## src/rtl/seg_scan_decoder.sv

```systemverilog
// rtl/seg_scan_decoder.sv - Samples a multiplexed 7-segment display bus and decodes complete 4-digit frames.
module seg_scan_decoder #(
   parameter int STABLE_CYCLES = 4
) (
   input  logic        clk,
   input  logic        rst,
   input  logic [3:0]  AN,
   input  logic [7:0]  seg,
   output logic [15:0] value,
   output logic [3:0]  blank_mask,
   output logic [3:0]  dp_mask,
   output logic        valid,
   output logic        err
);
   localparam int            CW         = $clog2(STABLE_CYCLES + 1);
   localparam logic [CW-1:0] CNT_MAX    = CW'(STABLE_CYCLES);
   localparam logic [CW-1:0] CNT_SAMPLE = CW'(STABLE_CYCLES - 1);

   typedef enum logic {SYNC, COLLECT} state_t;
   state_t state, state_n;

   logic [3:0]    an_q;
   logic [7:0]    seg_q;
   logic [CW-1:0] cnt;
   logic          sample, gap, multi, glyph_ok, blank, dp;
   logic [1:0]    idx;
   logic [3:0]    nib;
   logic [3:0]    seen, seen_n;
   logic [15:0]   sh_val, sh_val_n;
   logic [3:0]    sh_blk, sh_blk_n, sh_dp, sh_dp_n;
   logic          wr, pub, err_n;

   // Stability counter saturates so each dwell yields exactly one sample cycle.
   always_ff @(posedge clk) begin
      if (rst) begin
         an_q  <= 4'hF;
         seg_q <= 8'hFF;
         cnt   <= '0;
      end else begin
         an_q  <= AN;
         seg_q <= seg;
         if ({AN, seg} != {an_q, seg_q})
            cnt <= '0;
         else if (cnt != CNT_MAX)
            cnt <= cnt + 1'b1;
      end
   end

   assign sample = (cnt == CNT_SAMPLE);
   assign dp     = ~seg_q[7];

   always_comb begin
      glyph_ok = 1'b1;
      blank    = 1'b0;
      nib      = 4'h0;
      case (~seg_q[6:0])
         7'h3F: nib = 4'h0;
         7'h06: nib = 4'h1;
         7'h5B: nib = 4'h2;
         7'h4F: nib = 4'h3;
         7'h66: nib = 4'h4;
         7'h6D: nib = 4'h5;
         7'h7D: nib = 4'h6;
         7'h07: nib = 4'h7;
         7'h7F: nib = 4'h8;
         7'h6F: nib = 4'h9;
         7'h77: nib = 4'hA;
         7'h7C: nib = 4'hB;
         7'h39: nib = 4'hC;
         7'h5E: nib = 4'hD;
         7'h79: nib = 4'hE;
         7'h71: nib = 4'hF;
         7'h00: blank = 1'b1;
         default: glyph_ok = 1'b0;
      endcase
   end

   always_comb begin
      gap   = 1'b0;
      multi = 1'b0;
      idx   = 2'd0;
      case (an_q)
         4'b1111: gap = 1'b1;
         4'b1110: idx = 2'd0;
         4'b1101: idx = 2'd1;
         4'b1011: idx = 2'd2;
         4'b0111: idx = 2'd3;
         default: multi = 1'b1;
      endcase
   end

   always_ff @(posedge clk) begin
      if (rst)
         state <= SYNC;
      else
         state <= state_n;
   end

   always_comb begin
      state_n = state;
      if (sample && !gap && !multi) begin
         if (!glyph_ok)
            state_n = SYNC;
         else if (state == SYNC && idx == 2'd0)
            state_n = COLLECT;
      end
   end

   // Seen is always zero while in SYNC, so the OR also covers the first digit-0 write.
   always_comb begin
      wr     = 1'b0;
      err_n  = 1'b0;
      seen_n = seen;
      if (sample && !gap) begin
         if (multi || !glyph_ok) begin
            err_n  = 1'b1;
            seen_n = 4'h0;
         end else if (state == COLLECT || idx == 2'd0) begin
            wr     = 1'b1;
            seen_n = seen | (4'b0001 << idx);
         end
      end
      pub = wr && (seen_n == 4'hF);
      if (pub)
         seen_n = 4'h0;
      sh_val_n = sh_val;
      sh_blk_n = sh_blk;
      sh_dp_n  = sh_dp;
      if (wr) begin
         sh_val_n[{idx, 2'b00} +: 4] = nib;
         sh_blk_n[idx]               = blank;
         sh_dp_n[idx]                = dp;
      end
   end

   always_ff @(posedge clk) begin
      if (rst) begin
         seen       <= 4'h0;
         sh_val     <= 16'h0000;
         sh_blk     <= 4'h0;
         sh_dp      <= 4'h0;
         value      <= 16'h0000;
         blank_mask <= 4'h0;
         dp_mask    <= 4'h0;
         valid      <= 1'b0;
         err        <= 1'b0;
      end else begin
         seen   <= seen_n;
         sh_val <= sh_val_n;
         sh_blk <= sh_blk_n;
         sh_dp  <= sh_dp_n;
         valid  <= pub;
         err    <= err_n;
         if (pub) begin
            value      <= sh_val_n;
            blank_mask <= sh_blk_n;
            dp_mask    <= sh_dp_n;
         end
      end
   end
endmodule

```

## config.mk

```make
export PLATFORM = sky130hd
export DESIGN_NAME = seg_scan_decoder
export DESIGN_NICKNAME = d
export VERILOG_FILES = /design/src/rtl/seg_scan_decoder.sv
export SDC_FILE = /design/constraint.sdc
export NUM_CORES = 1
export LEC_CHECK = 0
export ABC_AREA = 1
export CAP_MARGIN = 25
export CORE_ASPECT_RATIO = 0.7
export CORE_UTILIZATION = 36
export CTS_CLUSTER_DIAMETER = 120
export DETAILED_ROUTE_END_ITERATION = 16
export GPL_ROUTABILITY_DRIVEN = 0
export GPL_TIMING_DRIVEN = 0
export PLACE_DENSITY_LB_ADDON = 0.2
export SETUP_SLACK_MARGIN = 0.2
export SLEW_MARGIN = 30
export SYNTH_ARGS = -nofsm -noshare
export SYNTH_HDL_FRONTEND = slang
export SYNTH_SLANG_ARGS = --single-unit
```

## constraint.sdc

```tcl
create_clock -name clk -period 2.32 [get_ports clk]
set_clock_uncertainty 0.1 [all_clocks]
set_input_delay 0.348 -clock clk [delete_from_list [all_inputs] [get_ports clk]]
set_output_delay 0.348 -clock clk [all_outputs]
set_load 0.005 [all_outputs]
```

==> impl_results.md <==
* Outcome: complete, no violations
* Worst setup SP type: flop
* # clock sinks at 70
* Max Slew Vio Count at 0
* Clock Tree Root: clkbuf_16
* H-tree Lvls at 3
* Post-Synthesis Net Count at 502
* Post-synth EDFFs at 0
* Post-synthesis cell type with the largest combined area: dfxtp_1
* Via density at 4.88
* Crit path required time at 2500 ps
* Area Overhead vs Synth at 51.9%
* Met3 GRT Util at 0.0533
* Most Crowded Layer GR: met2
* Final net count at 594
* Max incr delay on CP at 370 ps
* Synth async-reset ratio at 0
* Cell area power density at 568 nW/µm²
* Worst setup EP type: flop
* GRT Util Overall at 0.189
* Dpl hpwl at 6120 µm
* DIE AREA at 9920 µm²
* Die H at 83.6 µm
* Crit Path Class: flop to flop
* Seq/Total Area, Yosys at 0.409
* Worst relative slew slack at 0.616
* DR DRC count at 0
* VDD IR-drop max at 0.327 mV
* CP cell instances: nand2_4 > inv_4 > o21ai_4 > nor2_4 > inv_2 > buf_4 > buf_4 > ha_4 > inv_4 > nor2_1 > nand4_1 > buf_4 > o21ai_4 > inv_2 > nor2_1
* CTS tree: yes
* P_leak at 2.28 nW
* Unrepaired setup endpoints after global routing: yes
* Commonest non-fill, non-tap cells in the layout: 110 x nand2_1, 61 x dfxtp_1, 41 x inv_1
* Global route overflow at 0
* Number of global-route vias before repair at 3114
* Slew @ Worst Pin at 577 ps
* Endpoints failing setup at 0
* Min cycle time layout at 2310 ps
* Global-route wire length before repair at 14600 µm
* Total number of vias at 3411
* Met2 Use GR at 0.291
* Input/output buffers at 39
* Top-area cell type share of the netlist area at 0.409
* Slowest-stage cell, CP: dfxtp_4
* Ys flop type: dfxtp_1
* Clk slew on worst S/H paths at 60 ps
* Peak Freq at 0.432 GHz
* Initial antenna violation count at 0
* Share of the clock period used by the worst path at 0.998
* Most used cell, CP: buf_4
* Ranking of synthesized cells by area: dfxtp_1 41%, nand2_1 16%, nand3_1 5.7%, inv_1 5.1%, nor2_1 4.5%
* Core ar. at 9140 µm²
* Later-pin clock latency in the skew report at 340 ps
* Deepest clock path buffer count at 2
* Worst Hold Class: flop to flop
* Die width at 119 µm
* WHS at 360 ps
* Synthesized instance count at 478
* Crit path DAT at 2490 ps
* Final hold viol count at 0
* DRT antenna net count at 0
* Crit Path Max Fanout at 4
* Syn Area/Cell at 7.17 µm²
* Ant. Diodes at 0
* Hold buffer count at CTS at 0
* Commonest non-fill, non-tap cell in the layout: nand2_1
* Synth unique cells at 39
* WL per Instance at 13.4 µm
* Met1 Track Usage GR at 0.254
* IO Pins at 40
* Total CTS buffers at 9
* Yosys warns at 0
* Drt initial violations at 176
* Fin util at 0.569
* Row cnt at 29
* Starting density of the core at 0.375
* Post-synth design cell area at 3430 µm²
* Max-Cap Viols at 0
* Routed wire length at 9360 µm
* DRT Pass-1 Iters at 5
* Flop and latch count out of synthesis at 70
* Largest net degree at the start of global routing at 12
* Layout cell share with drive strength beyond 1 at 0.332
-- cell usage after synthesis, types with 2 or more instances --
cell type,count
o31ai_1,2
nand4_1,8
nand2_1,147
nor3b_1,2
o21ai_0,22
a21oi_1,9
buf_4,3
inv_2,10
nand3_2,2
nor2_1,41
o21ai_2,8
nor3_1,2
buf_6,3
clkinv_1,3
inv_1,47
ha_1,10
o22ai_1,3
nand3_1,39
dfxtp_1,70
nor2_2,5
and2_1,12
xor2_1,3
or2_2,5
clkbuf_1,6
nor2_8,2
-- layer usage --
| metal | share of wire | up-vias |
|---|---|---|
| li1 | - | 1696 |
| met1 | 0.47 | 1608 |
| met2 | 0.45 | 89 |
| met3 | 0.062 | 18 |
| met4 | 0.018 | 0 |
| met5 | 0 | - |
-- critical path, delay by kind of cell (launching register included) --
kind                     cells  cell delay (ps)
AO/OA/AOI/OAI                2              240
adder cells (fa/ha/maj)      1              300
buffers and inverters        7              670
flip-flops                   1              370
AND/OR/NAND/NOR              5              550
-- logic make-up (layout without fill, tap and decap cells) --
logic type,Yosys count,after routing,synth area share
AND/OR/NAND/NOR,272,273,0.366
XOR/XNOR,4,4,0.0102
buffers and inverters,73,169,0.0906
adder cells (fa/ha/maj),10,10,0.0365
AO/OA/AOI/OAI,49,49,0.0877
flip-flops,70,70,0.409
-- where the power goes --
group | internal, mW | total (mW) | switching (mW)
registers | 1.21 | 1.23 | 0.0171
logic | 0.125 | 0.291 | 0.166
clock network | 0.923 | 1.43 | 0.512
-- what timing repair did --
item                                    in CTS  in global routing
gates resized for setup                     44                 99
endpoints found under the setup margin      55                 57
pin swaps                                   15                 31
setup buffers                               19                 19
cloned                                       1                  3
-- final cells by class --
class                      instances  area (µm²)
clock inverter                     2        38.8
fill                             816        3940
sequential                        70        1420
clock buffer                      14         274
timing repair buffer              80         806
buffer                            12         108
tap                              124         155
multi-input combinational        336        2140
inverter                          61         258
-- metrics by stage --
step	cells	setup TNS (ps)	power (mW)	worst slack, ps	area (µm²)
after floorplan	478	0	1.38	205	3480
after global placement	641	-2510	1.45	-149	4020
after detailed placement	641	-2790	1.45	-169	4020
after CTS	677	0	2.92	29.0	4650
after global routing	699	-1660	3.06	-112	5200
final	699	0	2.96	5.72	5200
-- registers in the layout, indices dropped and copies added, names as in the netlist --
name,flops
state,1
seg_q,8
valid,1
dp_mask,4
seen,4
an_q,4
sh_dp,4
err,1
cnt,3
blank_mask,4
value,16
sh_blk,4
sh_val,16
-- final timing paths --
| kind | from | endpoint | slack [ps] | cells past startpoint |
|---|---|---|---|---|
| worst max-delay path | an_q[1] | sh_val[11] | 6 | 15 |
| worst min-delay path | value[12] | value[12] | 360 | 2 |
| worst max register to register | an_q[1] | sh_val[11] | 6 | 15 |
| worst min register to register | value[12] | value[12] | 360 | 2 |
No activity file was read; power rests on OpenSTA's default activity.
==> RTL change 1: new RTL, same flow settings <==
Reset style: asynchronous (`rst`), changed in 3 clocked blocks.
--- a/src/rtl/seg_scan_decoder.sv
+++ b/src/rtl/seg_scan_decoder.sv
@@ -31,7 +31,7 @@
    logic          wr, pub, err_n;
 
    // Stability counter saturates so each dwell yields exactly one sample cycle.
-   always_ff @(posedge clk) begin
+   always_ff @(posedge clk or posedge rst) begin
       if (rst) begin
          an_q  <= 4'hF;
          seg_q <= 8'hFF;
@@ -89,7 +89,7 @@
       endcase
    end
 
-   always_ff @(posedge clk) begin
+   always_ff @(posedge clk or posedge rst) begin
       if (rst)
          state <= SYNC;
       else
@@ -133,7 +133,7 @@
       end
    end
 
-   always_ff @(posedge clk) begin
+   always_ff @(posedge clk or posedge rst) begin
       if (rst) begin
          seen       <= 4'h0;
          sh_val     <= 16'h0000;
Function: differs if rst is asserted again (counterexample within 10 cycles, from zero or initial values and one cycle with rst high); with rst held inactive, the same outputs for 10 cycles.
==> RTL change 1 against the original RTL <==
  * The run now ends with setup timing left
  * Area after synthesis decreased by 2.1%
  * Largest power group unchanged
  * Routed wire length decreased by 12%
  * Count of clock-buffer cells in the layout decreased by 2
  * Total power decreased by 0.18%
  * Sequential cell count unchanged
  * Global-route usage decreased by 0.80 points
  * Critical path depth unchanged
  * Design area decreased by 8.3%
  * First-iteration DRC count decreased by 35%
  * Setup slack got worse by 0.16 ns
  * Highest routed layer unchanged
  * Fmax decreased by 6.5%
==> RTL change 1: results (changes against the original RTL) <==
initial DRC count 115 (-35%); H-Tree Depth 3 (unchanged); global-route wire length before repair 13300 µm (-8.7%); setup violators final 29 (+29); VDD IR max 574 µV (+76%); commonest cells in the netlist 152 x nand2_1, 58 x dfrtp_1, 33 x inv_1; run status finished with violations; Synth area leaders dfrtp_1 43%, nand2_1 17%, dfstp_2 9.4%, o21ai_0 4.0%, inv_1 3.7%; dpl cells 563 (-12%); Placement Cell Area 4050 µm² (+0.56%); register area share after synthesis 52.7% (+12 points); number of global-route vias before repair 2639 (-15%); crit-path max FO 7 (+3); Static Leakage 2.31 nW (+1.6%); DRT Pass-1 Iters 5 (unchanged); Worst Path Arrival 2.60 ns (+0.11 ns); syn_area_per_cell 8.43 µm² (+18%); DPL Wire Length 5660 µm (-7.5%); layout cells sized above 1 28.2% (-5.0 points); via-per-instance ratio 4.72 (-3.3%); GR Util All Layers 18.1% (-0.80 points); Hold WC Path Type primary input to async pin; final count of hold timing violations 0 (unchanged); pre-CTS setup slack -0.311 ns (-0.142 ns); Fillers 789 (-3.3%); pin count of the biggest net entering global routing 30 (+18); PnR worst setup slack -0.155 ns (-0.161 ns); Max clock buf depth 2 (unchanged); WL/cell 13.6 µm (+1.6%); distinct cell type count after synthesis 31 (-21%); pin slew with the least headroom to its limit 0.458 ns (-0.118 ns); TNS Setup -3.49 ns (-3.49 ns); Synth Net Count 421 (-16%); synth warn 0 (unchanged); fraction of registers with async set/reset 100% (+100 points); Layout Nets 497 (-16%); Routed WL 8200 µm (-12%); top flop regs sh_val: 16 flops, value: 16 flops, seg_q: 8 flops; failing checks setup timing
-- RTL change 1: cell types whose count changed after synthesis, sizes merged, moves of 11 or more --
cell | unedited run | this run
inv | 58 | 36
dfstp | 0 | 12
and2 | 12 | 1
nor2 | 49 | 34
nand3 | 42 | 25
dfrtp | 0 | 58
dfxtp | 70 | 0
-- RTL change 1: final timing paths --
check / startpoint / endpoint / slack [ns] / cells past startpoint
worst max-delay path: an_q[1]$_DFF_PP1_ / value[9]$_DFFE_PP0P_ / -0.15 / 15
worst min-delay path: rst / value[15]$_DFFE_PP0P_ / 0.25 / 2
worst max register to register: an_q[1]$_DFF_PP1_ / value[9]$_DFFE_PP0P_ / -0.15 / 15
worst min register to register: blank_mask[3]$_DFFE_PP0P_ / blank_mask[3]$_DFFE_PP0P_ / 0.37 / 2
max in group asynchronous: rst / an_q[0]$_DFF_PP1_ / 1.34 / 3
min in group clk: seg[3] / seg_q[3]$_DFF_PP1_ / 0.36 / 1
-- RTL change 1: report_power, final --
part / leakage [nW] / switching (mW) / internal [mW] / total [mW]
combinational: 1.22 / 0.125 / 0.0901 / 0.215
clock: 0.157 / 0.510 / 0.967 / 1.48
sequential: 0.937 / 0.0164 / 1.24 / 1.26
total: 2.31 / 0.652 / 2.30 / 2.95
-- RTL change 1: worst max-delay path, cell delays in order, from the launching register on --
cell      delay (ns)
dfstp_2         0.57
nand2_4         0.07
o21bai_4        0.18
nor2_4          0.16
inv_4           0.07
ha_4            0.18
nor2_4          0.16
buf_4           0.14
nor2_4          0.05
nand2_2         0.11
nor2_4          0.05
nand3_4         0.14
clkinv_8        0.11
buf_8           0.15
nand2_2         0.06
nand2_1         0.05
-- RTL change 1: what timing repair did --
| action | 4_1_cts | 5_1_grt |
|---|---|---|
| buffers inserted | 12 | 10 |
| endpoints found under the setup margin | 54 | 54 |
| pin swaps | 10 | 13 |
| gates resized for setup | 37 | 34 |
| cloned | 2 | 0 |
-- RTL change 1: cell families after synthesis --
kind of cell / share of synthesized area (%)
and+or+nand+nor: 29.0
buffers and inverters: 6.16
adders and majority gates: 3.36
AOI/OAI and AO/OA: 5.37
DFF: 52.7
xor gates and xnor gates: 3.40
-- RTL change 1: cell type report --
class,instances,area [µm²],share of cell area (%)
plain buffers,7,72.6,1.52
clock buffers,12,246,5.17
clock inverters,4,70.1,1.47
inverters,38,169,3.54
multi-input cells,283,1620,33.9
flip-flops and latches,70,1770,37.1
well taps,124,155,3.25
repair buffers,65,671,14.1
-- RTL change 1: per-layer routing --
metal  routed length, µm  vias up  track usage, %  share of wire [%]
li1                    -     1409               -                  -
met1                4090     1350            24.7                 50
met2                3550       72            27.6                 43
met3                 444       13            5.08                5.4
met4                 115        0            6.62                1.4
met5                   0        -               0                  0
==> RTL change 2: new RTL, config.mk and constraints unchanged <==
Made on the original files. Change the parameter `STABLE_CYCLES` from 4 to 2.
--- a/src/rtl/seg_scan_decoder.sv
+++ b/src/rtl/seg_scan_decoder.sv
@@ -1,6 +1,6 @@
 // rtl/seg_scan_decoder.sv - Samples a multiplexed 7-segment display bus and decodes complete 4-digit frames.
 module seg_scan_decoder #(
-   parameter int STABLE_CYCLES = 4
+   parameter int STABLE_CYCLES = 2
 ) (
    input  logic        clk,
    input  logic        rst,
Check against the original RTL: not equivalent (a bounded check fails within 4 cycles, from zero or initial values and one cycle with rst high).
==> RTL change 2 against the original RTL <==
  * Count of clock-buffer cells in the layout fell by 1
  * Hold slack got worse by 0.020 ns
  * Setup slack better by 0.070 ns
  * Area after synthesis fell by 2.8%
  * Via count is 2.8% lower
  * Sequential share of layout area increased by 1.5 points
  * Sequential cell count is 1 lower
  * Total power shrank 6.5%
  * Design area decreased by 6.6%
  * Highest routed layer unchanged
  * Routed wire length shrank 3.5%
==> RTL change 2: results (changes against the original RTL) <==
Fillers 807 (-1.1%); port bufs 38 (-2.6%); pre-CTS setup slack -0.112 ns (+0.0565 ns); metal3 WL 502 µm (-14%); Synth area leaders dfxtp_1 42%, nand2_1 21%, nor2_1 6.0%, inv_1 5.8%, ha_1 3.4%; post-synthesis compound-gate area fraction 9.44% (+0.67 points); Synth Area in XOR/XNOR 1.32% (+0.29 points); mux cell area share after synthesis 0% (unchanged); global-route wire length before repair 14500 µm (-0.95%); run status finished clean; GR Util met2 30.4% (+1.3 points); M1 wire length 4430 µm (+0.39%); commonest cells in the netlist 182 x nand2_1, 69 x dfxtp_1, 53 x nor2_1; crit-path max FO 5 (+1); clock buffers 13 (-1); WL/cell 13.0 µm (-2.6%); Worst Path Arrival 2.37 ns (-0.12 ns); count of clock tree sinks 69 (-1.4%); Net Switching 0.674 mW (-3.2%); syn_area_per_cell 6.78 µm² (-5.4%); met3 Use GR 6.06% (+0.73 points); Synth Net Count 514 (+2.4%); Resize count post-CTS 57 (+30%); register area share after synthesis 41.5% (+0.60 points); GR Util All Layers 20.3% (+1.4 points); comb_multi_in 348 (+3.6%); Signal buf overhead 16.1% (-1.5 points); multi-input combinational area share 41.2% (about the same); VDD IR max 405 µV (+24%); Clock buf/inv share 5.77% (-0.25 points); Signal buffers 79 (-14%); dpl cells 649 (+1.2%); distinct cell type count after synthesis 28 (-28%); initial DRC count 165 (-6.3%); Int Power 2.09 mW (-7.6%); DR WL met2 3870 µm (-7.9%); Seq/total area 28.8% (+1.5 points); post-CTS setup buffer count 16 (-3); CP top delay family simple AND/OR/NAND/NOR gates; post-synthesis adder-cell area fraction 3.38% (-0.27 points); Placement Cell Area 3910 µm² (-3.0%); Vias 3315 (-2.8%); Non-Filler Instances 693 (-0.86%); Layout Nets 591 (-0.51%); DPL Wire Length 5950 µm (-2.8%); layout cells sized above 1 28.4% (-4.8 points); Clock Power 1.27 mW (-11%); met1 usage 27.2% (+1.8 points); Reg power frac 44.0% (+2.4 points); final instance area 4860 µm² (-6.6%); R2R cell count 17 (+2); number of global-route vias before repair 3098 (-0.51%)
-- RTL change 2: cell count changes in the layout (fill, tap and decap cells not counted), moves of 5 or more --
cell     before  now
nor3_1        0    5
nand4_1       8   15
nand2_1     110  142
o21ai_0       7   12
a21oi_1       9   14
nor2_1       36   46
nand3_1      35    6
o21ai_2      12    1
and2_1       12    0
buf_4        32   20
-- RTL change 2: final timing paths --
| kind | startpoint | end | slack (ns) |
|---|---|---|---|
| max | an_q[3]$_SDFF_PP1_ | value[3]$_SDFFE_PP0P_ | 0.08 |
| min | value[5]$_SDFFE_PP0P_ | value[5]$_SDFFE_PP0P_ | 0.34 |
| max reg2reg | an_q[3]$_SDFF_PP1_ | value[3]$_SDFFE_PP0P_ | 0.08 |
| min reg2reg | value[5]$_SDFFE_PP0P_ | value[5]$_SDFFE_PP0P_ | 0.34 |
